==> src/rtl/seg7_pkg.sv <==
// Shared types and constants for the seven-segment scan driver.
// Segment codes are active-low {g,f,e,d,c,b,a}.
package seg7_pkg;

    typedef enum logic {
        ST_BLANK = 1'b0,
        ST_SHOW  = 1'b1
    } state_t;

    localparam logic [7:0] AN_OFF  = 8'hFF;
    localparam logic [6:0] SEG_OFF = 7'h7F;

    // Packed table: element 0 is the rightmost entry, so F is listed first.
    localparam logic [15:0][6:0] SEG_TABLE = {
        7'h0E, 7'h06, 7'h21, 7'h46, 7'h03, 7'h08, 7'h10, 7'h00,
        7'h78, 7'h02, 7'h12, 7'h19, 7'h30, 7'h24, 7'h79, 7'h40
    };

endpackage

==> src/rtl/seg7_scan_driver_if.sv <==
// Display-side bundle: scan enable and digit data in, anode/segment drive and frame pulse out.
interface seg7_scan_driver_if;
    logic        en;
    logic [31:0] din;
    logic [7:0]  an;
    logic [6:0]  seg;
    logic        frame_done;

    modport master (output en, din, input an, seg, frame_done);
    modport slave  (input en, din, output an, seg, frame_done);
endinterface

==> src/rtl/seg7_hex_decode.sv <==
// Combinational hex nibble to active-low segment pattern.
module seg7_hex_decode
    import seg7_pkg::*;
(
    input  logic [3:0] hex,
    output logic [6:0] seg
);
    always_comb begin
        seg = SEG_TABLE[hex];
    end
endmodule

==> src/rtl/seg7_scan_driver.sv <==
// Eight-digit multiplexed seven-segment driver with per-digit blanking.
// A frame of digit data is latched at the start of each scan, so din may change freely mid-frame.
module seg7_scan_driver
    import seg7_pkg::*;
#(
    parameter int PRESCALE  = 100000,
    parameter int BLANK_CYC = 1000
) (
    input  logic clk,
    input  logic rst,
    seg7_scan_driver_if.slave bus
);

    localparam logic [31:0] SHOW_LAST = 32'(PRESCALE - 1);
    localparam logic [31:0] BLANK_LEN = 32'(BLANK_CYC);

    state_t      state_reg, state_next;
    logic [2:0]  digit_reg, digit_next;
    logic [31:0] cnt_reg,   cnt_next;
    logic [31:0] frame_reg, frame_next;
    logic [7:0]  an_reg,    an_next;
    logic [6:0]  seg_reg,   seg_next;
    logic        done_reg,  done_next;

    logic [3:0]  nibble [8];
    logic [7:0]  an_show;
    logic [6:0]  seg_dec;

    always_comb begin
        state_next = state_reg;
        digit_next = digit_reg;
        cnt_next   = cnt_reg + 32'd1;
        frame_next = frame_reg;
        if (!bus.en) begin
            state_next = ST_BLANK;
            digit_next = 3'd0;
            cnt_next   = 32'd0;
        end else begin
            case (state_reg)
                ST_BLANK: begin
                    // A zero-length blank still spends the single post-reset/restart cycle here.
                    if (cnt_reg + 32'd1 >= BLANK_LEN) begin
                        state_next = ST_SHOW;
                        cnt_next   = 32'd0;
                    end
                end
                ST_SHOW: begin
                    if (cnt_reg == SHOW_LAST) begin
                        digit_next = digit_reg + 3'd1;
                        cnt_next   = 32'd0;
                        state_next = (BLANK_CYC == 0) ? ST_SHOW : ST_BLANK;
                    end
                end
                default: begin
                    state_next = ST_BLANK;
                    cnt_next   = 32'd0;
                end
            endcase
            if (state_next == ST_SHOW && digit_next == 3'd0 && cnt_next == 32'd0) begin
                frame_next = bus.din;
            end
        end
    end

    // Outputs are decoded from next-state values so they change on the same edge as the state.
    for (genvar gi = 0; gi < 8; gi++) begin : g_digit
        assign nibble[gi]  = frame_next[4*gi +: 4];
        assign an_show[gi] = (digit_next != 3'(gi));
    end

    seg7_hex_decode u_dec (
        .hex (nibble[digit_next]),
        .seg (seg_dec)
    );

    always_comb begin
        an_next   = (state_next == ST_SHOW) ? an_show : AN_OFF;
        seg_next  = (state_next == ST_SHOW) ? seg_dec : SEG_OFF;
        done_next = bus.en && (state_next == ST_SHOW) && (digit_next == 3'd7)
                    && (cnt_next == SHOW_LAST);
    end

    always_ff @(posedge clk) begin
        if (!rst) begin
            state_reg <= ST_BLANK;
            digit_reg <= 3'd0;
            cnt_reg   <= 32'd0;
            frame_reg <= 32'd0;
            an_reg    <= AN_OFF;
            seg_reg   <= SEG_OFF;
            done_reg  <= 1'b0;
        end else begin
            state_reg <= state_next;
            digit_reg <= digit_next;
            cnt_reg   <= cnt_next;
            frame_reg <= frame_next;
            an_reg    <= an_next;
            seg_reg   <= seg_next;
            done_reg  <= done_next;
        end
    end

    assign bus.an         = an_reg;
    assign bus.seg        = seg_reg;
    assign bus.frame_done = done_reg;

endmodule

==> src/flat_wrapper.sv <==
// flat-port wrapper written by rule: the top's interface ports become plain ports
module seg7_scan_driver_flat import seg7_pkg::*;
#(
    parameter int PRESCALE  = 100000,
    parameter int BLANK_CYC = 1000
)
  (clk, rst, bus_en, bus_din, bus_an, bus_seg, bus_frame_done);
  seg7_scan_driver_if bus_i ();
  input  logic clk;
  input  logic rst;
  input wire logic [$bits(bus_i.en)-1:0] bus_en;
  input wire logic [$bits(bus_i.din)-1:0] bus_din;
  output wire logic [$bits(bus_i.an)-1:0] bus_an;
  output wire logic [$bits(bus_i.seg)-1:0] bus_seg;
  output wire logic [$bits(bus_i.frame_done)-1:0] bus_frame_done;
  assign bus_i.en = bus_en;
  assign bus_i.din = bus_din;
  assign bus_an = bus_i.an;
  assign bus_seg = bus_i.seg;
  assign bus_frame_done = bus_i.frame_done;
  seg7_scan_driver #(.PRESCALE(PRESCALE), .BLANK_CYC(BLANK_CYC)) u_core (.clk(clk), .rst(rst), .bus(bus_i));
endmodule
==> config.mk <==
export PLATFORM = sky130hd
export DESIGN_NAME = seg7_scan_driver_flat
export DESIGN_NICKNAME = d
export VERILOG_FILES = /design/src/rtl/seg7_pkg.sv /design/src/rtl/seg7_scan_driver_if.sv /design/src/rtl/seg7_hex_decode.sv /design/src/rtl/seg7_scan_driver.sv /design/src/flat_wrapper.sv
export SDC_FILE = /design/constraint.sdc
export NUM_CORES = 1
export LEC_CHECK = 0
export ABC_AREA = 1
export CAP_MARGIN = 20
export CORE_ASPECT_RATIO = 0.6
export CORE_MARGIN = 2
export CORE_UTILIZATION = 50
export DETAILED_ROUTE_END_ITERATION = 16
export GPL_TIMING_DRIVEN = 0
export PLACE_DENSITY = 0.78
export SYNTH_ARGS = -nofsm -noshare
export SYNTH_HDL_FRONTEND = slang
export SYNTH_SLANG_ARGS = --single-unit
==> constraint.sdc <==
create_clock -name clk -period 8 [get_ports clk]
set_clock_uncertainty 0.2 [all_clocks]
set_input_delay 1.6 -clock clk [delete_from_list [all_inputs] [get_ports clk]]
set_output_delay 1.6 -clock clk [all_outputs]
set_load 0.03 [all_outputs]
=== Yosys cells after proc, flatten, opt, wreduce, memory -nomap -nowiden ===
Memories as Yosys holds them, arrays and structs flattened. A register that Yosys moved wholly into a read port is not among the register bits.
Index checks and enable logic that the tools add are counted.

* $add $sub $neg: 2
* $mul: 0
* Div/mod/pow operators: 0
* Order comparisons: 2
* Equality and inequality tests: 10
* Shifts and indexed selects: 0
* Muxes and demuxes: 19
* Bitwise gates (word level): 2
* Reduce and logical (&&, ||, !) cells: 10

{| class="wikitable"
|+ Operators with widths
! kind !! count
|-
| two-way mux 32 bit || 6
|-
| == test 32 x 17 -> 1 bit (second input constant) || 2
|-
| case mux 32 bit (2 select lines) || 1
|-
| adder 32 x 1 -> 32 bit (second input constant) || 1
|-
| greater-or-equal comparator 32 x 10 -> 1 bit (second input constant) || 1
|-
| zero test 32 bit || 1
|-
| binary-select mux 4 bit (select 3 bit) || 1
|-
| two-way mux 3 bit || 4
|-
| != test 3 bit (second input constant) || 4
|-
| two-way mux 4 bit || 2
|-
| != test 3 x 2 -> 1 bit (second input constant) || 2
|-
| logical AND 1 bit || 5
|-
| greater-or-equal comparator 4 bit (second input constant) || 1
|-
| two-way mux 1 bit || 4
|-
| NOT 3 -> 4 bit || 1
|-
| adder 3 x 1 -> 3 bit (second input constant) || 1
|-
| == test 3 bit (second input constant) || 1
|-
| zero test 3 bit || 1
|-
| != test 3 x 1 -> 1 bit (second input constant) || 1
|-
| nonzero test 3 bit || 1
|-
| case mux 1 bit (2 select lines) || 1
|-
| AND reduction 2 bit || 1
|-
| zero test 1 bit || 1
|-
| NOT 1 bit || 1
|}

* Register bits after elaboration: 77
* Latch bits: 0
* RAM bits: 0
* Memory bits (read-only): 112
* Output and inout port bits: 16
* Logic and storage cells: 52
* Memories kept: 1

{| class="wikitable"
|+ Memory list
! name !! depth !! width !! rd ports !! clocked after memory_dff !! wr ports !! RTL line !! RTL
|-
| (no name shown) || 16 || 7 || 1 || 1 || 0 || seg7_hex_decode.sv:9 || <nowiki>seg = SEG_TABLE[hex];</nowiki>
|}

=== Depth between registers and ports, before layout ===
Gate-level depths: netlist of run 1.

* Depth after elaboration: 12
* Mapped depth: 32
* Gate-level depth less buffers: 31

=== Hierarchy ===
From an unflattened synthesis of run 1, not the netlist that was laid out.

* Cell total of the unflattened synthesis: 861
* Area, all modules: 5301.3 µm²

{| class="wikitable"
|+ By module, submodules not included
! module !! instances !! cells an instance !! area an instance (µm²) !! sequential area each (µm²)
|-
| seg7_scan_driver || 1 || 812 || 5027.3 || 1681.6
|-
| seg7_hex_decode || 1 || 49 || 274.0 || 0.0
|}

=== Least setup slack after synthesis of run 1 ===
Ideal clock, no wire load.

* Path type: in2reg
* Start: in bus_en
* End: reg u_core.seg_reg[0], in the netlist u_core.bus.seg[0]
* Library setup time: 0.136 ns
* Arrival: 3.757 ns
* Data required time: 7.664 ns
* Path slack: 3.907 ns
* Stages on the path: 22
* Path buffers: 2
* Path through: clkbuf_1 inv_1 nor2_1 nand3_1 nor2_1 nand2_1 nor2_4 nand2_4 buf_4 nand2_1 nand3_1 nand2_1 nand2_1 nand2_1 nand2_1 nand2_1 inv_1 ha_1 inv_1 nand3_1 nand3_1 nand3_1

* Word-level cells in the longest chain between the ends: 5
* Elaborated cells on any way between the ends: 9

{| class="wikitable"
|+ Ends and longest elaborated chain
! item !! RTL line !! RTL
|-
| from (decl) || flat_wrapper.sv:11 || <nowiki>input wire logic [$bits(bus_i.en)-1:0] bus_en;</nowiki>
|-
| two-way mux 3 bit || seg7_scan_driver.sv:34 || <nowiki>if (!bus.en) begin</nowiki>
|-
| NOT 3 -> 4 bit (not written as such) || seg7_scan_driver.sv:72 || <nowiki>.hex (nibble[digit_next]),</nowiki>
|-
| binary-select mux 4 bit (select 3 bit) || seg7_scan_driver.sv:72 ||
|-
| two-way mux 4 bit (not written as such) (2 in series) || seg7_scan_driver.sv:72 ||
|-
| to (decl) || seg7_scan_driver.sv:22 || <nowiki>logic [6:0] seg_reg, seg_next;</nowiki>
|}

Parallel ways exist; a longest one is shown, timed or not. The select of a mux whose other input is x is not followed.
A chain may end at the register's enable or synchronous reset.

=== Worst setup path in the final report of run 1 ===
* Start: reg u_core.cnt_reg[0]
* End: reg u_core.seg_reg[2], in the netlist u_core.bus.seg[2]

* Word-level cells in the longest chain between the ends: 12
* Elaborated cells on any way between the ends: 28

{| class="wikitable"
|+ Ends and longest elaborated chain
! item !! RTL line !! RTL
|-
| from (decl) || seg7_scan_driver.sv:19 || <nowiki>logic [31:0] cnt_reg, cnt_next;</nowiki>
|-
| from (signal assigned) || seg7_scan_driver.sv:95 || <nowiki>cnt_reg <= cnt_next;</nowiki>
|-
| adder 32 x 1 -> 32 bit or == test 32 x 17 -> 1 bit (tied branches) || seg7_scan_driver.sv:32, seg7_scan_driver.sv:42, seg7_scan_driver.sv:48 ||
|-
| greater-or-equal comparator 32 x 10 -> 1 bit or two-way mux 3 bit (tied branches) || seg7_scan_driver.sv:42, seg7_scan_driver.sv:48 ||
|-
| two-way mux 32 bit (tied with other cells) || seg7_scan_driver.sv:42 || <nowiki>if (cnt_reg + 32'd1 >= BLANK_LEN) begin</nowiki>
|-
| case mux 32 bit (2 select lines) (tied with other cells) || seg7_scan_driver.sv:39 || <nowiki>case (state_reg)</nowiki>
|-
| two-way mux 32 bit (tied with other cells) || seg7_scan_driver.sv:34 ||
|-
| zero test 32 bit or logical AND 1 bit (tied branches) || seg7_scan_driver.sv:59 || <nowiki>if (state_next == ST_SHOW && digit_next == 3'd0 && cnt_next == 32'd0) begin</nowiki>
|-
| logical AND 1 bit || seg7_scan_driver.sv:59 ||
|-
| two-way mux 32 bit || seg7_scan_driver.sv:59 ||
|-
| two-way mux 32 bit || seg7_scan_driver.sv:34 ||
|-
| binary-select mux 4 bit (select 3 bit) || seg7_scan_driver.sv:72 ||
|-
| two-way mux 4 bit (not written as such) (2 in series) || seg7_scan_driver.sv:72 ||
|}

Parallel ways exist; a longest one is shown, timed or not. The select of a mux whose other input is x is not followed.

==> run_results.csv, run 1 <==
group,metric,value,unit
outcome,status,"finished, final reports clean",
yosys,yosysUniqueCellTypes,36,
floorplanning,die_w,136,um
floorplanning,dieArea,11300,um^2
critical_path,r2r_cells,24,
clock_tree,tritoncts,"yes",
clock_tree,post-cts-setup-buffers,0,
drt,wl_per_cell,14.6,um
timing,fmax,0.206,GHz
critical_path,crit_path_end_kind,"flip-flop",
floorplanning,die_y,83.2,um
drt,ant_nets,0,
clock_tree,numCtsBuffers,9,
clock_tree,hold_buffers,0,
yosys,ys_seq_area_frac,0.322,
yosys,syn_inst,857,
power,ir_drop,0.105,mV
yosys,ys_ff_latch,84,
cells_and_area,fin_area,6170,um^2
timing,tightest_slew,885,ps
timing,period_needed,4860,ps
floorplanning,floorplan.initialDensity,0.522,
floorplanning,row_count,28,
global_routing,grt_pass1_vias,4716,
drt,vias_per_cell,5.28,
yosys,syn_nets,900,
clock_tree,h-tree-depth,3,
cells_and_area,drive_gt1_frac,0.0727,
critical_path,max_stage_delay,410,ps
power,leakagePower,2.67,nW
critical_path,slowest_stage,"dfxtp_1",
global_routing,grt-ovfl-total,0,
drt,vias,5580,
drt,finalWirelength,15.5,mm
cells_and_area,fin_nets,960,
place,postPlaceCellArea,5890,um^2
timing,relSlewSlack,0.408,
clock_tree,post_cts_resized,0,
yosys,ys_warn_count,0,
yosys,netlist.area_leader.share,0.322,
critical_path,worstPathMaxFanout,10,
critical_path,critPathKind,"reg2reg",
global_routing,antenna_found_initial,0,
critical_path,critPathLaunchType,"flip-flop",
place,placement.io_buffers,49,
drt,drt_iter0_drc,611,
yosys,synth_area_leader_cell,"dfxtp_1",
global_routing,grt_max_degree,16,
cells_and_area,fin_util,0.616,
timing,setup_tns,0,ps
timing,rsz0062_at_grt,"false",
run,max_cap_violations,0,
timing,fin_crit_sh,0.608,
drt,drt_first_pass_iters,7,
timing,drv_slew,0,
yosys,synth_area_leaders,"dfxtp_1 (32%), nand2_1 (18%), nor2_1 (10%)",
power,power_density,139,nW/um^2
timing,finalSetupViolCount,0,
clock_tree,cts.path.max_buffers,2,
floorplanning,io_pins,51,
yosys,avgSynthCellArea,6.10,um^2
timing,finalHoldViolCount,0,
critical_path,arrival,4860,ps
global_routing,grt_use_total,0.281,
clock_tree,cts.sinks,84,
drt,route.detailed.drc,0,
place,finalWeightedCongestion,0.952,
critical_path,cp.required,7990,ps
yosys,synth.cell_area,5230,um^2
critical_path,worstPathCellList,"ha_1 > nand2_2 > nor2_4 > nand3_2 > nor2_2 > nand3_1 > nand2_1 > a21oi_1 > a211oi_1 > nand3b_1 > nor2_2 > buf_2 > nand3b_1 > nand3_1 > nand2_1 > o21ai_1 > nand2_1 > inv_1 > ha_1 > inv_1 > nand3_1 > inv_1 > nand2_1 > nand3_1",
clock_tree,clk_pin_slew,60,ps
place,dp_hpwl,12.1,mm
cells_and_area,syn_to_final_growth,18.1,%
cells_and_area,n_antenna_cell,0,
global_routing,grt_pass1_wl,24.7,mm
hold_path,holdCritPathClass,"reg2reg",
hold_path,hold_depth,1,
clock_tree,cts-root-buf,"clkbuf_16",
floorplanning,coreArea,10000,um^2
clock_tree,clkLatencyLatePin,340,ps
## layout by cell type (no fill, tap or decap), types with 3 or more instances in the layout
cell type / n
o21ai_0: 5
buf_4: 5
ha_1: 8
dfxtp_1: 84
buf_2: 4
a21oi_1: 6
nand3b_1: 22
nand2_4: 4
inv_1: 123
nand3_1: 102
nand4_1: 22
nor2_1: 144
o21ai_1: 5
nand2_2: 7
inv_6: 3
clkdlybuf4s50_1: 49
o211ai_1: 5
inv_2: 5
nor4_1: 6
nor2_2: 13
nor2_4: 6
nor3_1: 9
clkbuf_16: 9
nand2_1: 247
clkbuf_1: 9
## critical path, delay by kind of cell (launching register included)
kind,cells,cell delay (ps)
compound gates,3,840
flops,1,410
fa+ha+maj,2,520
simple gates,15,2190
buf+inv,4,560
## per-stage QoR
stage	total power [mW]	cells	setup WS (ps)	hold slack, ps
after global routing	0.879	1057	2700	353
after detailed placement	0.460	1041	3120	288
after global placement	0.460	1041	3140	280
after CTS	0.861	1057	3340	304
final	0.857	1057	3140	300
after floorplan	0.439	857	3910	252
## cell usage after synthesis
cell type / number
nor2_2: 13
buf_4: 5
nand2_4: 4
o31ai_1: 1
nor3_1: 9
a21oi_1: 6
o2111ai_1: 1
buf_6: 1
nand3_2: 2
nor2_1: 144
nor2_8: 1
and2_1: 1
a211oi_1: 1
ha_1: 8
a41oi_1: 1
nand2_1: 247
o21ai_2: 1
clkbuf_1: 9
nor4_1: 6
or2_2: 1
inv_1: 123
nand4_1: 22
o21ai_0: 5
o41ai_1: 2
o21ai_1: 5
dfxtp_1: 84
nand2_2: 7
xor2_1: 1
o211ai_1: 5
o21bai_4: 1
nor2_4: 6
o21bai_1: 1
nand3b_1: 22
inv_2: 5
nand3_1: 102
buf_2: 4
## area by class of cell
cell class	count	area, um^2
Buffer	19	103
Inverter	128	480
Clock buffer	10	239
Sequential cell	84	1680
Fill cell	990	3840
Tap cell	135	169
Clock inverter	6	46.3
Multi-Input combinational cell	626	2970
Timing Repair Buffer	49	490
## cell families after synthesis
family | share of synthesized area
xor gates and xnor gates | 0.00167
DFF | 0.322
adders and majority gates | 0.0191
buffers and inverters | 0.111
AOI/OAI and AO/OA | 0.0388
and+or+nand+nor | 0.507
## routing by layer
layer | track usage | vias to the layer above | wire length [um]
li1 | - | 2813 | -
met2 | 0.324 | 272 | 5340
met5 | 0 | - | 0
met4 | 0.0530 | 0 | 135
met1 | 0.461 | 2476 | 8000
met3 | 0.112 | 19 | 1980
## worst paths after layout
kind                      from                 to  slack, ps
max          u_core.cnt_reg[0]  u_core.bus.seg[2]       3140
min reg2reg  u_core.cnt_reg[0]  u_core.cnt_reg[0]        300
min          u_core.cnt_reg[0]  u_core.cnt_reg[0]        300
max reg2reg  u_core.cnt_reg[0]  u_core.bus.seg[2]       3140
## where the power goes
part / switching, mW / internal [mW] / total [mW]
clock: 0.184 / 0.222 / 0.406
combinational: 0.0138 / 0.0176 / 0.0315
sequential: 0.000656 / 0.418 / 0.419
(Power assumes the default switching activity.)
==> inputs of run 2 (changes only) <==
--- a/config.mk
+++ b/config.mk
@@ -12,7 +12,7 @@
 export CORE_UTILIZATION = 50
 export DETAILED_ROUTE_END_ITERATION = 16
 export GPL_TIMING_DRIVEN = 0
-export PLACE_DENSITY = 0.78
+export PLACE_DENSITY = 0.81
 export SYNTH_ARGS = -nofsm -noshare
 export SYNTH_HDL_FRONTEND = slang
 export SYNTH_SLANG_ARGS = --single-unit
==> constraint.sdc (replaced) <==
create_clock -name clk -period 3.9 [get_ports clk]
set_clock_uncertainty 0.2 [all_clocks]
set_input_delay 0.78 -clock clk [delete_from_list [all_inputs] [get_ports clk]]
set_output_delay 0.78 -clock clk [all_outputs]
set_load 0.03 [all_outputs]
==> run 2 against run 1 <==
Against the previous run: the flow now finishes with violations (negative setup slack); largest cell class unchanged; core utilization increased by 12 points; register-to-register slack worse by 3400 ps; highest routed layer unchanged; clock power grew 130%; worst hold slack improved by 22 ps; via count rose by 16%.
==> run_results.csv, run 2 (same netlist as run 1, synthesis figures left out) <==
group,metric,value,unit
outcome,status,"finished with violations",
outcome,violations,"negative setup slack",
timing,drv_slew,0,
critical_path,r2r_slack,-260,ps
drt,wl_per_cell,17.6,um
critical_path,critPathLaunchType,"flip-flop",
drt,vias,6465,
power,ir_drop,0.253,mV
power,power_density,252,nW/um^2
hold_path,hold_depth,4,
global_routing,use_met1,0.470,
clock_tree,h-tree-depth,3,
timing,fmax,0.241,GHz
floorplanning,die_y,83.2,um
timing,rsz0062_at_grt,"true",
global_routing,grtUsageMet2,0.382,
power,leakagePower,3.11,nW
cells_and_area,multiInputGateArea,3590,um^2
clock_tree,clkLatencyLatePin,350,ps
critical_path,worstReg2RegStart,"u_core.cnt_reg[0]",
critical_path,cp_top_family,"simple AND/OR/NAND/NOR gates",
floorplanning,floorplan.initialDensity,0.522,
hold_path,min-delay-start,"u_core.frame_reg[27]",
cells_and_area,syn_to_final_growth,40.7,%
global_routing,grt_use_total,0.304,
clock_tree,cts.path.max_buffers,2,
drt,drt_iter0_drc,1004,
clock_tree,tritoncts,"yes",
cells_and_area,seq_area,1720,um^2
drt,vias_per_cell,5.81,
timing,relSlewSlack,0.574,
place,dp.cells,1041,
cells_and_area,fillers,744,
global_routing,grt_pass1_vias,5273,
critical_path,max_stage_delay,370,ps
critical_path,cp_num_buf_inv,1,
drt,ant_nets,0,
critical_path,cp.required,3940,ps
critical_path,r2r-end,"u_core.bus.seg[1]",
cells_and_area,final_common_cell,"nand2_1",
timing,tightest_slew,640,ps
timing,setup_slack,-257,ps
clock_tree,cts-root-buf,"clkbuf_16",
critical_path,r2r_cells,29,
critical_path,critPathKind,"reg2reg",
floorplanning,die_w,136,um
cells_and_area,fin_cells,1112,
cells_and_area,final_cell_mix,"nand2_1 (199), nor2_1 (121), inv_1 (119), nand3_1 (74), dfxtp_1 (67)",
critical_path,path_common_cell,"nand2_1",
timing,finalSetupViolCount,8,
drt,route.detailed.drc,0,
global_routing,use_met3,0.121,
global_routing,grt_max_degree,15,
cells_and_area,fin_area,7360,um^2
critical_path,crit_path_end_kind,"flip-flop",
clock_tree,clk_pin_slew,70,ps
place,finalWeightedCongestion,1.07,
timing,fin_crit_sh,1.07,
global_routing,antenna_found_initial,0,
power,finalPower,1.86,mW
timing,finalHoldViolCount,0,
global_routing,busiest_layer,"met1",
place,placement.io_buffers,49,
timing,period_needed,4160,ps
hold_path,whs_endpoint,"u_core.frame_reg[27]",
cells_and_area,drive_gt1_frac,0.262,
global_routing,grt-ovfl-total,0,
critical_path,slowest_stage,"dfxtp_4",
critical_path,arrival,4200,ps
critical_path,worstPathMaxFanout,6,
clock_tree,cts.sinks,84,
hold_path,holdCritPathClass,"reg2reg",
clock_tree,numCtsBuffers,9,
floorplanning,row_count,28,
global_routing,grt_pass1_wl,26.9,mm
timing,timing.hold.ws,322,ps
place,postPlaceCellArea,5890,um^2
cells_and_area,n_antenna_cell,0,
drt,finalWirelength,19.6,mm
drt,drt_first_pass_iters,7,
run,max_cap_violations,0,
floorplanning,coreArea,10000,um^2
cells_and_area,fin_nets,1015,
cells_and_area,fin_util,0.734,
floorplanning,io_pins,51,
floorplanning,dieArea,11300,um^2
place,dp_hpwl,12.1,mm
==> run 2: power breakdown <==
part	leakage, nW	switching, mW	internal (mW)	total (mW)
sequential	0.687	0.00152	0.855	0.856
combinational	2.27	0.0307	0.0383	0.0690
clock	0.155	0.380	0.553	0.932
==> run 2: final cells by class <==
type	count	share of cell area
Sequential cell	84	0.233
Inverter	128	0.0660
Buffer	19	0.0184
Clock buffer	12	0.0362
Multi-Input combinational cell	627	0.488
Timing Repair Buffer	103	0.128
Tap cell	135	0.0230
Clock inverter	4	0.00748
==> run 2: worst register-to-register path: cells and delay by family (launching register included) <==
| kind | cells | cell delay [ps] |
|---|---|---|
| AO/OA/AOI/OAI | 2 | 430 |
| adder cells (fa/ha/maj) | 2 | 400 |
| buffers and inverters | 1 | 140 |
| flip-flops | 1 | 370 |
| AND/OR/NAND/NOR | 24 | 2530 |
==> run 2: worst max-delay path by stage <==
stage | start | to | slack (ps) | cells after the start
after floorplan | u_core.cnt_reg[0] | u_core.bus.seg[0] | 260 | 28
after global placement | u_core.cnt_reg[0] | u_core.bus.seg[2] | -720 | 28
after detailed placement | u_core.cnt_reg[0] | u_core.bus.seg[2] | -750 | 28
after CTS | u_core.cnt_reg[1] | u_core.bus.seg[2] | -20 | 28
after global routing | u_core.cnt_reg[0] | u_core.bus.seg[1] | -380 | 29
final | u_core.cnt_reg[0] | u_core.bus.seg[1] | -260 | 29
==> run 2: metal layers <==
metal	part of all wire	up-vias
li1	-	2928
met1	0.42	2965
met2	0.41	511
met3	0.15	61
met4	0.021	0
met5	0	-
==> run 2: stage by stage <==
stage	setup slack, ps	TNS (ps)
6_report	-257	-1510
5_1_grt	-376	-2420
4_1_cts	-23.9	-44.3
3_5_place_dp	-748	-4640
3_3_place_gp	-717	-4340
2_1_floorplan	262	0
==> run 2: timing repair <==
action / in CTS / in global routing
buffers inserted: 33 / 19
endpoints found under the setup margin: 8 / 13
gates cloned: 2 / 1
resized for setup: 69 / 129
hold buffers: 0 / 0
pin swaps: 24 / 66
hold endpoints to repair: 0 / 0
==> variant 1: new RTL, flow settings as in run 2 <==
Reset style: asynchronous (`rst`), changed in one clocked block.
--- a/src/rtl/seg7_scan_driver.sv
+++ b/src/rtl/seg7_scan_driver.sv
@@ -82,3 +82,3 @@
 
-    always_ff @(posedge clk) begin
+    always_ff @(posedge clk or negedge rst) begin
         if (!rst) begin
Check against the original RTL: no difference found for any inputs over 10 cycles, from zero or initial values and one cycle with rst low; that may be too few to reach the edited logic, so the function may still have changed.
==> variant 1 against run 2 <==
Design area increased by 0.99%. Routed wire length fell by 3.1%. Critical endpoint is now u_core.bus.seg[2]. Sequential cell count unchanged. Synthesized area rose by 2.2%. Global-route usage is 1.1 points higher. Worst hold slack got worse by 0.13 ns. Worst setup slack worse by 0.0025 ns. Critical path depth is 4 higher. Utilization fell by 2.6 points. Cell count down 6.7%. The flow still finishes with violations (negative setup slack).
Power is not compared: it rests on default switching activity, and its combinational part moved more than twofold at a synthesized area within 25%.
==> variant 1: results (changes against run 2) <==
qor: global_route.via_count_of_the_first_global_routing_pass 5024 [was 5273]
qor: status.run_status finished with violations [unchanged]
qor: critical_path.slowest_delay 0.43 ns [was 0.37 ns]
qor: global_route.globalRouteTotalUtil 31.5% [was 30.4%]
qor: synthesis.synth.distinct_cells 37 [was 36]
qor: routing.met2_layer_wire_length_in_the_routed_design 7570 microns [was 7980 microns]
qor: synthesis.synth_async_sr_flop_share 100% [was 0%]
qor: critical_path.r2r-end u_core.bus.seg[2] [was u_core.bus.seg[1]]
qor: layout.final-seq-area 2130 sq um [was 1720 sq um]
qor: layout.n_antenna_cell 0 [unchanged]
qor: critical_path.cpMaxStageDelayCell sky130_fd_sc_hd__dfrtp_1 [was sky130_fd_sc_hd__dfxtp_4]
qor: layout.area_share_clock_buf_inv 4.11% [was 4.37%]
qor: placed_design.detailed_place_hpwl 12600 microns [was 12100 microns]
qor: floorplanning.nWellTaps 139 [was 135]
qor: layout.nonClockInverterCount 113 [was 128]
qor: timing.minimum_setup_slack_in_the_final_design -0.259 ns [was -0.257 ns]
qor: synthesis.synth_commonest_cells sky130_fd_sc_hd__nand2_1, sky130_fd_sc_hd__nor2_1, sky130_fd_sc_hd__inv_1 [unchanged]
qor: layout.multi_input_area_share 44.7% [was 48.8%]
qor: global_route.global_route.usage.met2 38.1% [was 38.2%]
qor: critical_path.cp.arrival 4.25 ns [was 4.20 ns]
qor: layout.non_clock_buffer_count 114 [was 122]
qor: global_route.global_route.usage.met3 11.4% [was 12.1%]
qor: global_route.grt_max_degree 54 [was 15]
qor: status.failing_checks negative setup slack [unchanged]
qor: layout.final_design_area_no_fill 7430 sq um [was 7360 sq um]
qor: placed_design.placement.setup.worst_slack -0.552 ns [was -0.748 ns]
qor: timing.timing.final.setup_violations 7 [was 8]
qor: routing.num_vias 5880 [was 6465]
qor: placed_design.port_buffer_count 50 [was 49]
qor: critical_path.r2r_cells 33 [was 29]
qor: synthesis.syn-mean-instance-area 6.81 sq um [was 6.10 sq um]
qor: global_route.global_route_wire_length_before_repair 27300 microns [was 26900 microns]
qor: layout.non_clock_buffer_area_share 14.3% [was 14.6%]
qor: timing.setup_total_negative_slack -1.51 ns [about the same]
qor: routing.post_drt_wl_per_cell 18.3 microns [was 17.6 microns]
qor: layout.finish.net_count 937 [was 1015]
qor: synthesis.total_nets_after_synthesis 827 [was 900]
qor: critical_path.r2r_start u_core.cnt_reg[1] [was u_core.cnt_reg[0]]
qor: routing.drt_first_pass_iters 6 [was 7]
qor: timing.relSlewSlack 23.9% [was 57.4%]
qor: min_path.hold_crit_class input pin to async pin [was flip-flop to flip-flop]
qor: layout.drive_gt1_share 27.9% [was 26.2%]
qor: layout.layout.comb_gates.multi_input 572 [was 627]
==> variant 1: cell count changes after synthesis, moves of 4 or more <==
cell,delta
sky130_fd_sc_hd__dfxtp_1,-84
sky130_fd_sc_hd__dfrtp_1,+69
sky130_fd_sc_hd__nor2_1,-39
sky130_fd_sc_hd__inv_1,-21
sky130_fd_sc_hd__dfstp_2,+15
sky130_fd_sc_hd__and2_1,+13
sky130_fd_sc_hd__nand3_1,-5
sky130_fd_sc_hd__nand3b_1,-5
sky130_fd_sc_hd__nor3_1,-5
sky130_fd_sc_hd__clkinv_1,+4
sky130_fd_sc_hd__nand2_1,-4
sky130_fd_sc_hd__nor2_2,-4
==> variant 1: what timing repair did <==
item / CTS / global route
endpoints found under the setup margin: 8 / 8
gates cloned: 2 / 1
pin swaps: 21 / 62
resized for setup: 61 / 140
setup buffers: 17 / 29
==> variant 1: worst max-delay path by stage <==
stage	from	slack, ns	endpoint	cells past startpoint
after global placement	rst	-1.28	u_core.cnt_reg[5]	1
after detailed placement	u_core.cnt_reg[0]	-0.55	u_core.bus.seg[5]	28
final	u_core.cnt_reg[1]	-0.26	u_core.bus.seg[2]	33
after CTS	u_core.cnt_reg[1]	-0.008	u_core.bus.seg[5]	31
after global routing	u_core.cnt_reg[1]	-0.40	u_core.bus.seg[0]	32
after floorplan	u_core.cnt_reg[0]	0.37	u_core.bus.seg[5]	26
==> variant 1: cells by family (layout without fill, tap and decap cells) <==
group / count (synthesis) / after routing / share of synthesized area, %
flip-flops: 84 / 84 / 39.7
adder cells (fa/ha/maj): 8 / 8 / 1.87
AO/OA/AOI/OAI: 24 / 24 / 2.72
buffers and inverters: 128 / 243 / 9.46
XOR/XNOR: 4 / 4 / 0.656
AND/OR/NAND/NOR: 536 / 536 / 45.6
==> variant 2: new RTL, settings of run 2 <==
Made on the original files. `BLANK_CYC` is set to 1000 in 2 places; all go to 500.
--- a/src/rtl/seg7_scan_driver.sv
+++ b/src/rtl/seg7_scan_driver.sv
@@ -6,3 +6,3 @@
     parameter int PRESCALE  = 100000,
-    parameter int BLANK_CYC = 1000
+    parameter int BLANK_CYC = 500
 ) (
--- a/src/flat_wrapper.sv
+++ b/src/flat_wrapper.sv
@@ -4,3 +4,3 @@
     parameter int PRESCALE  = 100000,
-    parameter int BLANK_CYC = 1000
+    parameter int BLANK_CYC = 500
 )
Formal check against the unedited RTL: same outputs for any inputs over 10 cycles, from zero or initial values and one cycle with rst low; that may be too few to reach the edited logic, so the function may still have changed.
==> variant 2 against run 2 <==
The flow still finishes with violations (negative setup slack). Routed wire length rose by 5.3%. Total power rose by 2.0%. Die area increased by 0.76%. Maximum frequency shrank 6.2%. Design area is 1.6% higher. Combinational power increased by 20%. Worst hold slack worse by 0.029 ns. Via count grew 2.3%. Synthesized area grew 0.79%. Sequential power is essentially flat. Sequential share of layout area shrank 0.50 points. Worst setup slack lost 0.28 ns. Sequential cell count did not move. Critical path type unchanged. Largest power group unchanged. Highest routed layer unchanged.
==> variant 2: results (changes against run 2) <==
qor: status.run_status finished with violations [unchanged]
qor: status.failing_checks negative setup slack [unchanged]
qor: synthesis.total_nets_after_synthesis 902 [was 900]
qor: power_and_ir_drop.cellLeakagePower 3.27 nW [was 3.11 nW]
qor: placed_design.globalplace.congestion 1.08 [was 1.07]
qor: synthesis.synth_fa_ha_area_share 1.90% [was 1.91%]
qor: critical_path.cpMaxStageDelayCell sky130_fd_sc_hd__dfxtp_2 [was sky130_fd_sc_hd__dfxtp_4]
qor: routing.dr_wl_met3 3280 microns [was 2920 microns]
qor: critical_path.critPathMaxFanout 9 [was 6]
qor: power_and_ir_drop.switching_power_share_of_the_total 22.7% [was 22.2%]
qor: timing.relSlewSlack 44.1% [was 57.4%]
qor: placed_design.detailed_place_hpwl 12700 microns [was 12100 microns]
qor: routing.met2_layer_wire_length_in_the_routed_design 8140 microns [was 7980 microns]
qor: layout.drive_gt1_share 26.3% [was 26.2%]
qor: timing.timing.final.setup_violations 7 [was 8]
qor: routing.wl 20700 microns [was 19600 microns]
qor: timing.minimum_setup_slack_in_the_final_design -0.534 ns [was -0.257 ns]
qor: placed_design.placedInstanceArea 5930 sq um [was 5890 sq um]
qor: clock_tree.cts_max_level 3 [unchanged]
qor: synthesis.synth_compound_area_share 3.44% [was 3.88%]
qor: synthesis.synth.distinct_cells 37 [was 36]
qor: global_route.global_route_wire_length_before_repair 30500 microns [was 26900 microns]
qor: critical_path.slowest_delay 0.40 ns [was 0.37 ns]
qor: global_route.globalRouteTotalUtil 34.6% [was 30.4%]
qor: synthesis.synth_xor_area_share 1.80% [was 0.167%]
qor: synthesis.synth_commonest_cells sky130_fd_sc_hd__nand2_1, sky130_fd_sc_hd__nor2_1, sky130_fd_sc_hd__inv_1 [unchanged]
qor: routing.met1_length 8540 microns [was 8320 microns]
qor: synthesis.synth.area.top_cells sky130_fd_sc_hd__dfxtp_1, sky130_fd_sc_hd__nand2_1, sky130_fd_sc_hd__nor2_1 [unchanged]
qor: routing.drt_first_pass_iters 8 [was 7]
qor: layout.finish.net_count 1033 [was 1015]
qor: global_route.grt_max_degree 16 [was 15]
qor: routing.drt_first_iter_violations 1082 [was 1004]
qor: timing.setup_total_negative_slack -3.16 ns [was -1.51 ns]
-- variant 2: cell count changes after synthesis, moves of 3 or more --
| cell | delta |
|---|---|
| sky130_fd_sc_hd__inv_1 | +5 |
| sky130_fd_sc_hd__nand3_1 | -10 |
| sky130_fd_sc_hd__o21ai_1 | +4 |
| sky130_fd_sc_hd__inv_2 | +3 |
| sky130_fd_sc_hd__nand4_1 | +19 |
| sky130_fd_sc_hd__nand2_1 | -10 |
| sky130_fd_sc_hd__xor2_1 | +8 |
| sky130_fd_sc_hd__nor3_1 | +3 |
| sky130_fd_sc_hd__nor2_1 | -7 |
| sky130_fd_sc_hd__nand3b_1 | -20 |
| sky130_fd_sc_hd__nand2_2 | +8 |
-- variant 2: repair_timing --
item / in CTS / in global routing
pin swaps: 43 / 51
gates cloned: 2 / 0
setup buffers: 58 / 16
endpoints found under the setup margin: 7 / 8
resized for setup: 116 / 58
-- variant 2: cells by family after synthesis --
family	count (synthesis)
AND/OR/NAND/NOR	570
buffers and inverters	156
flip-flops	84
XOR/XNOR	10
AO/OA/AOI/OAI	31
adder cells (fa/ha/maj)	8
-- variant 2: per-layer routing --
metal	vias to the layer above	global-route usage (%)
li1	2967	-
met1	2960	49.6
met2	583	46.6
met3	105	15.5
met4	0	7.39
met5	-	5.09
-- variant 2: worst paths after layout --
check,end,startpoint,cells after the start
setup / recovery,u_core.bus.seg[1],u_core.cnt_reg[10],27
hold reg to reg,u_core.cnt_reg[0],u_core.cnt_reg[0],1
hold / removal,u_core.cnt_reg[0],u_core.cnt_reg[0],1
setup reg to reg,u_core.bus.seg[1],u_core.cnt_reg[10],27
-- variant 2: cell type report --
type / count / area [sq um]
repair buffers: 121 / 1100
fillers: 704 / 2580
flip-flops and latches: 84 / 1710
clock buffers: 9 / 225
multi-input cells: 619 / 3500
clock inverters: 7 / 101
inverters: 137 / 526
well taps: 135 / 169
plain buffers: 18 / 150
-- variant 2: through the flow --
stage | std cells | worst slack, ns | hold WS (ns)
2_1_floorplan | 859 | 0.200 | 0.230
3_3_place_gp | 1043 | -0.709 | 0.251
3_5_place_dp | 1043 | -0.740 | 0.261
4_1_cts | 1118 | -0.0870 | 0.249
5_1_grt | 1130 | -0.575 | 0.309
6_report | 1130 | -0.534 | 0.293
-- variant 2: power by group through the flow --
stage | registers (mW) | clock network (mW) | logic [mW]
2_1_floorplan | 0.879 | 0 | 0.0255
3_3_place_gp | 0.879 | 0 | 0.0696
3_5_place_dp | 0.879 | 0 | 0.0700
4_1_cts | 0.858 | 0.945 | 0.0750
5_1_grt | 0.858 | 0.987 | 0.0870
6_report | 0.858 | 0.953 | 0.0829
